**src/rtl/serial_adder.sv**
```systemverilog
// Handshaked multi-cycle adder/subtractor: processes WIDTH-bit operands LSB-first,
// CHUNK bits per clock, chaining chunks through a single carry flip-flop.
module serial_adder #(
  parameter int WIDTH = 8,
  parameter int CHUNK = 1
) (
  input  logic             clk,
  input  logic             rst,
  input  logic             in_valid,
  output logic             in_ready,
  input  logic [WIDTH-1:0] a,
  input  logic [WIDTH-1:0] b,
  input  logic             c_in,
  input  logic             sub,
  output logic             out_valid,
  input  logic             out_ready,
  output logic [WIDTH-1:0] s,
  output logic             c_out,
  output logic             ovf
);

  localparam int N  = WIDTH / CHUNK;
  localparam int CW = $clog2(N + 1);

  localparam logic [1:0] IDLE = 2'd0;
  localparam logic [1:0] RUN  = 2'd1;
  localparam logic [1:0] DONE = 2'd2;

  logic [1:0]       state_q, state_d;
  logic [WIDTH-1:0] a_q, a_d;
  logic [WIDTH-1:0] b_q, b_d;
  logic [WIDTH-1:0] res_q, res_d;
  logic             carry_q, carry_d;
  logic [CW-1:0]    cnt_q, cnt_d;
  logic             c_out_q, c_out_d;
  logic             ovf_q, ovf_d;

  logic [CHUNK:0]   chunk_sum;
  logic [WIDTH-1:0] res_shift;
  logic             carry_into_msb;
  logic             last_chunk;

  assign chunk_sum = {1'b0, a_q[CHUNK-1:0]} + {1'b0, b_q[CHUNK-1:0]}
                   + {{CHUNK{1'b0}}, carry_q};

  // The sum bit is a^b^cin, so the carry into the chunk's top bit falls out of it.
  assign carry_into_msb = chunk_sum[CHUNK-1] ^ a_q[CHUNK-1] ^ b_q[CHUNK-1];

  assign res_shift  = WIDTH'({chunk_sum[CHUNK-1:0], res_q} >> CHUNK);
  assign last_chunk = (cnt_q == CW'(N - 1));

  always_comb begin
    // NOTE: every next-state signal gets its hold value first so no path leaves it unassigned (no latches).
    state_d = state_q;
    a_d     = a_q;
    b_d     = b_q;
    res_d   = res_q;
    carry_d = carry_q;
    cnt_d   = cnt_q;
    c_out_d = c_out_q;
    ovf_d   = ovf_q;

    case (state_q)
      IDLE: begin
        if (in_valid) begin
          a_d     = a;
          b_d     = b ^ {WIDTH{sub}};
          carry_d = sub | c_in;
          cnt_d   = '0;
          res_d   = '0;
          state_d = RUN;
        end
      end
      RUN: begin
        res_d   = res_shift;
        carry_d = chunk_sum[CHUNK];
        a_d     = a_q >> CHUNK;
        b_d     = b_q >> CHUNK;
        cnt_d   = cnt_q + CW'(1);
        if (last_chunk) begin
          c_out_d = chunk_sum[CHUNK];
          ovf_d   = carry_into_msb ^ chunk_sum[CHUNK];
          state_d = DONE;
        end
      end
      DONE: begin
        if (out_ready) state_d = IDLE;
      end
      default: state_d = IDLE;
    endcase
  end

  // NOTE: sequential state uses non-blocking assignments so all registers update together at the edge.
  always_ff @(posedge clk or posedge rst) begin
    if (rst) begin
      state_q <= IDLE;
      a_q     <= '0;
      b_q     <= '0;
      res_q   <= '0;
      carry_q <= 1'b0;
      cnt_q   <= '0;
      c_out_q <= 1'b0;
      ovf_q   <= 1'b0;
    end else begin
      state_q <= state_d;
      a_q     <= a_d;
      b_q     <= b_d;
      res_q   <= res_d;
      carry_q <= carry_d;
      cnt_q   <= cnt_d;
      c_out_q <= c_out_d;
      ovf_q   <= ovf_d;
    end
  end

  assign in_ready  = (state_q == IDLE);
  assign out_valid = (state_q == DONE);
  assign s         = res_q;
  assign c_out     = c_out_q;
  assign ovf       = ovf_q;

endmodule

```
**config.mk**
```make
export PLATFORM = sky130hd
export DESIGN_NAME = serial_adder
export DESIGN_NICKNAME = d
export VERILOG_FILES = /design/src/rtl/serial_adder.sv
export SDC_FILE = /design/constraint.sdc
export NUM_CORES = 1
export LEC_CHECK = 0
export CORE_UTILIZATION = 45
export CTS_CLUSTER_DIAMETER = 150
export DETAILED_ROUTE_END_ITERATION = 10
export GPL_TIMING_DRIVEN = 0
export PLACE_DENSITY = 0.83
export SYNTH_ARGS = -nofsm -noshare
export SYNTH_HDL_FRONTEND = slang
export SYNTH_SLANG_ARGS = --single-unit
```
**constraint.sdc**
```tcl
create_clock -name clk -period 3.59 [get_ports clk]
set_input_delay 0.718 -clock clk [delete_from_list [all_inputs] [get_ports clk]]
set_output_delay 0.718 -clock clk [all_outputs]
set_load 0.03 [all_outputs]
```
=== Yosys cells after proc, flatten, opt, wreduce, memory -nomap -nowiden ===
Index checks and enable logic that the tools add are counted.

* Equal/unequal tests: 6
* Add/subtract/negate cells: 3
* Mux-type cells: 14
* Reductions and logical operators: 5
* Bitwise operators: 5

{| class="wikitable"
|+ Operator list
! operator !! count
|-
| case mux 8 bit (2 select lines) || 3
|-
| 2-to-1 mux 8 bit || 3
|-
| case mux 4 bit (2 select lines) || 1
|-
| bitwise XOR 8 bit || 1
|-
| 2-to-1 mux 2 bit || 3
|-
| case mux 2 bit (3 select lines) || 1
|-
| adder 4 x 1 -> 4 bit, second input constant || 1
|-
| equality test 4 x 3 -> 1 bit, second input constant || 1
|-
| 2-to-1 mux 4 bit || 1
|-
| != test 2 bit, second input constant || 2
|-
| AND reduction 2 bit || 2
|-
| AND reduction 3 bit || 1
|-
| bitwise XOR 1 bit || 3
|-
| adder 1 x 1 -> 2 bit || 1
|-
| adder 2 x 1 -> 2 bit || 1
|-
| equality test 2 x 1 -> 1 bit, second input constant || 1
|-
| equality test 2 bit, second input constant || 1
|-
| zero test 2 bit || 1
|-
| != test 2 x 1 -> 1 bit, second input constant || 1
|-
| case mux 1 bit (2 select lines) || 1
|-
| nonzero test 2 bit || 1
|-
| 2-to-1 mux 1 bit || 1
|-
| OR 1 bit || 1
|}

* Logic and storage cells: 41
* Output and inout bits: 12
* Input bits: 22
* Bits in registers: 33

=== Logic depth before layout (Yosys ltp) ===
* Depth after elaboration: 5
* Mapped depth: 5
* Mapped depth without buffers: 5

=== Least setup slack after synthesis ===
No wires, ideal clock.

* Kind: register to output
* Start point: reg state_q[0]
* End point: out out_valid
* Data required time: 2.872 ns
* Path slack: 1.754 ns
* Buffers on the path: 2
* Arrival: 1.118 ns
* Cell stages (with the launch flop): 4
* Path through: dfrtp_1 buf_6 buf_6 nor2b_1

* Longest elaborated chain between the ends: 1

{| class="wikitable"
|+ RTL lines
! item !! line !! source
|-
| start, declared || 29 || <nowiki>logic [1:0] state_q, state_d;</nowiki>
|-
| start signal, assigned || 105 || <nowiki>state_q <= state_d;</nowiki>
|-
| equality test 2 bit || 117 || <nowiki>assign out_valid = (state_q == DONE);</nowiki>
|-
| end, declared || 15 || <nowiki>output logic out_valid,</nowiki>
|}

Every way passes these cells.

=== Worst setup path after layout ===
* Start point: reg state_q[0]
* End point: out in_ready

* Longest elaborated chain between the ends: 1

{| class="wikitable"
|+ RTL lines
! item !! line !! source
|-
| zero test 2 bit || 116 || <nowiki>assign in_ready = (state_q == IDLE);</nowiki>
|-
| end, declared || 10 || <nowiki>output logic in_ready,</nowiki>
|}

Every way passes these cells.

==> results.txt <==
Total GRT Usage - 0.202
CP cell instances - buf_6 -> buf_6 -> nor2_1 -> clkdlybuf4s50_1
R2r endpoint - ovf
Power Dens Cells - 724 nW/um2
Met1 Track Usage GR - 0.231
DRT antenna net count - 0
Grt peak-use layer - met2
P_int - 921 uW
Core region area - 3390 um2
RSZ-0062 raised after global routing - false
F_max - 376 MHz
Setup CP Type - reg2out
WL final - 3210 um
Remaining global-route overflow - 0
Starting density of the core - 0.477
Syn avg cell area - 10.7 um2
Initial antenna violation count - 0
Synth area leaders - dfrtp_1 (51%), o21ai_1 (5.9%), xor2_1 (4.9%)
Hold/Removal Path Class - reg2reg
Synth-to-layout area growth - 26.8%
Clk_lat worst skew - 0.33 ns
Count of cell types in the netlist - 32
Setup TNS - 0 ns
# hold bufs at CTS - 0
DRC errors left - 0
Slew HR - 0.198
Mapped Cells - 151
M3 GR Usage - 0.0559
Die width - 61.9 um
Placed Cells - 229
CTS buffer count - 5
WHS Endpoint - c_out
Mapped Nets - 175
Layout cell share with drive strength beyond 1 - 0.105
Stages on worst setup path - 4
RePlAce Congestion - 0.784
Hpwl dp - 2350 um
DR vias/cell - 5.26
Final Net Count - 214
Clock Tree Buf Depth - 2
PostCTS Resize Cnt - 0
Worst Hold Depth - 2
FF-to-FF setup slack - 1.89 ns
Finished Layout Cells - 236
Seq/Total Area, Yosys - 0.511
Final period utilization - 0.741
Switch share - 0.380
Crit path required time - 2.87 ns
Antenna cells - 0
Slowest stage delay, CP - 0.71 ns
Switch Pwr - 564 uW
Clock Root Buffer - clkbuf_4
Post-route cell area - 2050 um2
YS warnings - 0
Startpoint types - register
Std cell rows - 21
Worst Path Max Fanout - 10
IR drop worst, VDD - 0.299 mV
Number of global-route vias before repair - 1,233
Post-synth top area cell - dfrtp_1
Initial DRC Count - 35
MaxCap Viol Count - 0
Commonest non-fill, non-tap cells in the layout - dfrtp_1 (33), clkdlybuf4s50_1 (32), nand2_1 (19), o21ai_1 (19), xor2_1 (9)
Met2 GRT Util - 0.363
Layout Skew - 0.00985 ns
Comb power frac - 0.454
Sequential power share - 0.406
Hold_sp - c_out
Largest net degree at the start of global routing - 34
I/O Buffers - 32
# setup viols final - 0
Post-CTS setup buffers - 0
Reg2reg start - a_q[0]
Die area - 3840 um2
Worst Hold Slack - 0.494 ns
Worst slew pin tran - 1.20 ns
Post-DP Area - 1990 um2
H-tree levels - 2
Num ports - 34
Critical path's top delay family - buffers and inverters
Syn Std Cell Area - 1620 um2
CP endpoint kind - output port
Critical-path top delay cell - clkdlybuf4s50_1
Vias - 1,242
CTS clock-pin slew for the worst setup and hold paths - 0.10 ns
Status - complete, no violations
Post-DR wirelength/cell - 13.6 um
Final core occ - 0.605
First-pass GRT wire length - 5470 um
Area fraction of the dominant cell type after synthesis - 0.511
Clock share of power - 0.140
Final hold vios - 0
Reg2reg path depth - 5
Register bit total from synthesis - 33
DRT Pass-1 Iters - 4
Worst Path Buf+Inv - 3
Slew Viols, Final - 0
Clock sink count - 33
Final min period - 2.66 ns
CP most frequent cell - buf_6
Commonest non-fill, non-tap cell in the layout - dfrtp_1
CTS tree - built
CP Data Arrival Time - 1.94 ns
Leakage - 0.000922 uW
Die Span Y - 61.9 um
power by group through the flow:
stage | Combinational [uW] | Clock, uW | Sequential (uW)
after floorplan | 396 | 0 | 672
after global placement | 657 | 0 | 598
after detailed placement | 678 | 0 | 611
after CTS | 683 | 210 | 602
after global routing | 746 | 229 | 623
final | 674 | 207 | 603
flip-flops by register name, indices dropped and copies added (netlist names):
name,flops
carry_q,1
c_out,1
cnt_q,4
b_q,8
s,8
a_q,8
state_q,2
ovf,1
area by class of cell:
cell class	instances	area, um2
buffer	12	88.8
inverter	5	18.8
fill	276	1340
timing repair buffer	32	320
multi-input combinational	101	683
clock buffer	7	55.1
sequential	33	826
tap	46	57.6
cells by family after synthesis:
kind of cell             count (synthesis)  share of synthesized area
flip-flops                              33                      0.511
AO/OA/AOI/OAI                           48                      0.193
adder cells (fa/ha/maj)                  2                     0.0201
XOR/XNOR                                11                     0.0596
buffers and inverters                   17                     0.0666
AND/OR/NAND/NOR                         38                      0.135
multiplexers                             2                     0.0139
through the flow:
step                      total power (uW)  setup WS, ns
after floorplan                       1070          1.75
after global routing                  1600         0.849
final                                 1480         0.931
after global placement                1260          1.31
after CTS                             1490         0.926
after detailed placement              1290          1.32
metal layers:
metal | share of wire | vias up
met5 | 0 | -
met4 | 0.016 | 0
met3 | 0.033 | 6
met2 | 0.51 | 26
met1 | 0.44 | 604
li1 | - | 606
worst register-to-register path: cells and delay by family (launching register included):
kind / cells / cell delay (ns)
fa+ha+maj: 1 / 0.58
flops: 1 / 0.39
xor+xnor: 2 / 0.28
mux: 1 / 0.26
buf+inv: 1 / 0.08
cell usage after synthesis, drive strengths merged:
library cell  number
a21o               1
a21oi              7
a22o               8
a22oi              7
a32o               2
and3b              7
buf                9
clkbuf             3
dfrtp             33
fa                 1
ha                 1
inv                5
mux2               2
nand2             19
nand2b             1
nand3              2
nand4b             1
nor2               3
nor2b              4
nor3b              1
o21ai             20
o21bai             1
o311ai             1
o31ai              1
xnor2              2
xor2               9
worst max-delay path by stage:
stage,from,end,slack (ns)
final,state_q[0],in_ready,0.93
after global routing,state_q[1],out_valid,0.85
after CTS,state_q[0],in_ready,0.93
after detailed placement,state_q[1],out_valid,1.32
after global placement,state_q[0],in_ready,1.31
after floorplan,state_q[0],out_valid,1.75
Note: power is estimated with default switching activity, not from simulation.
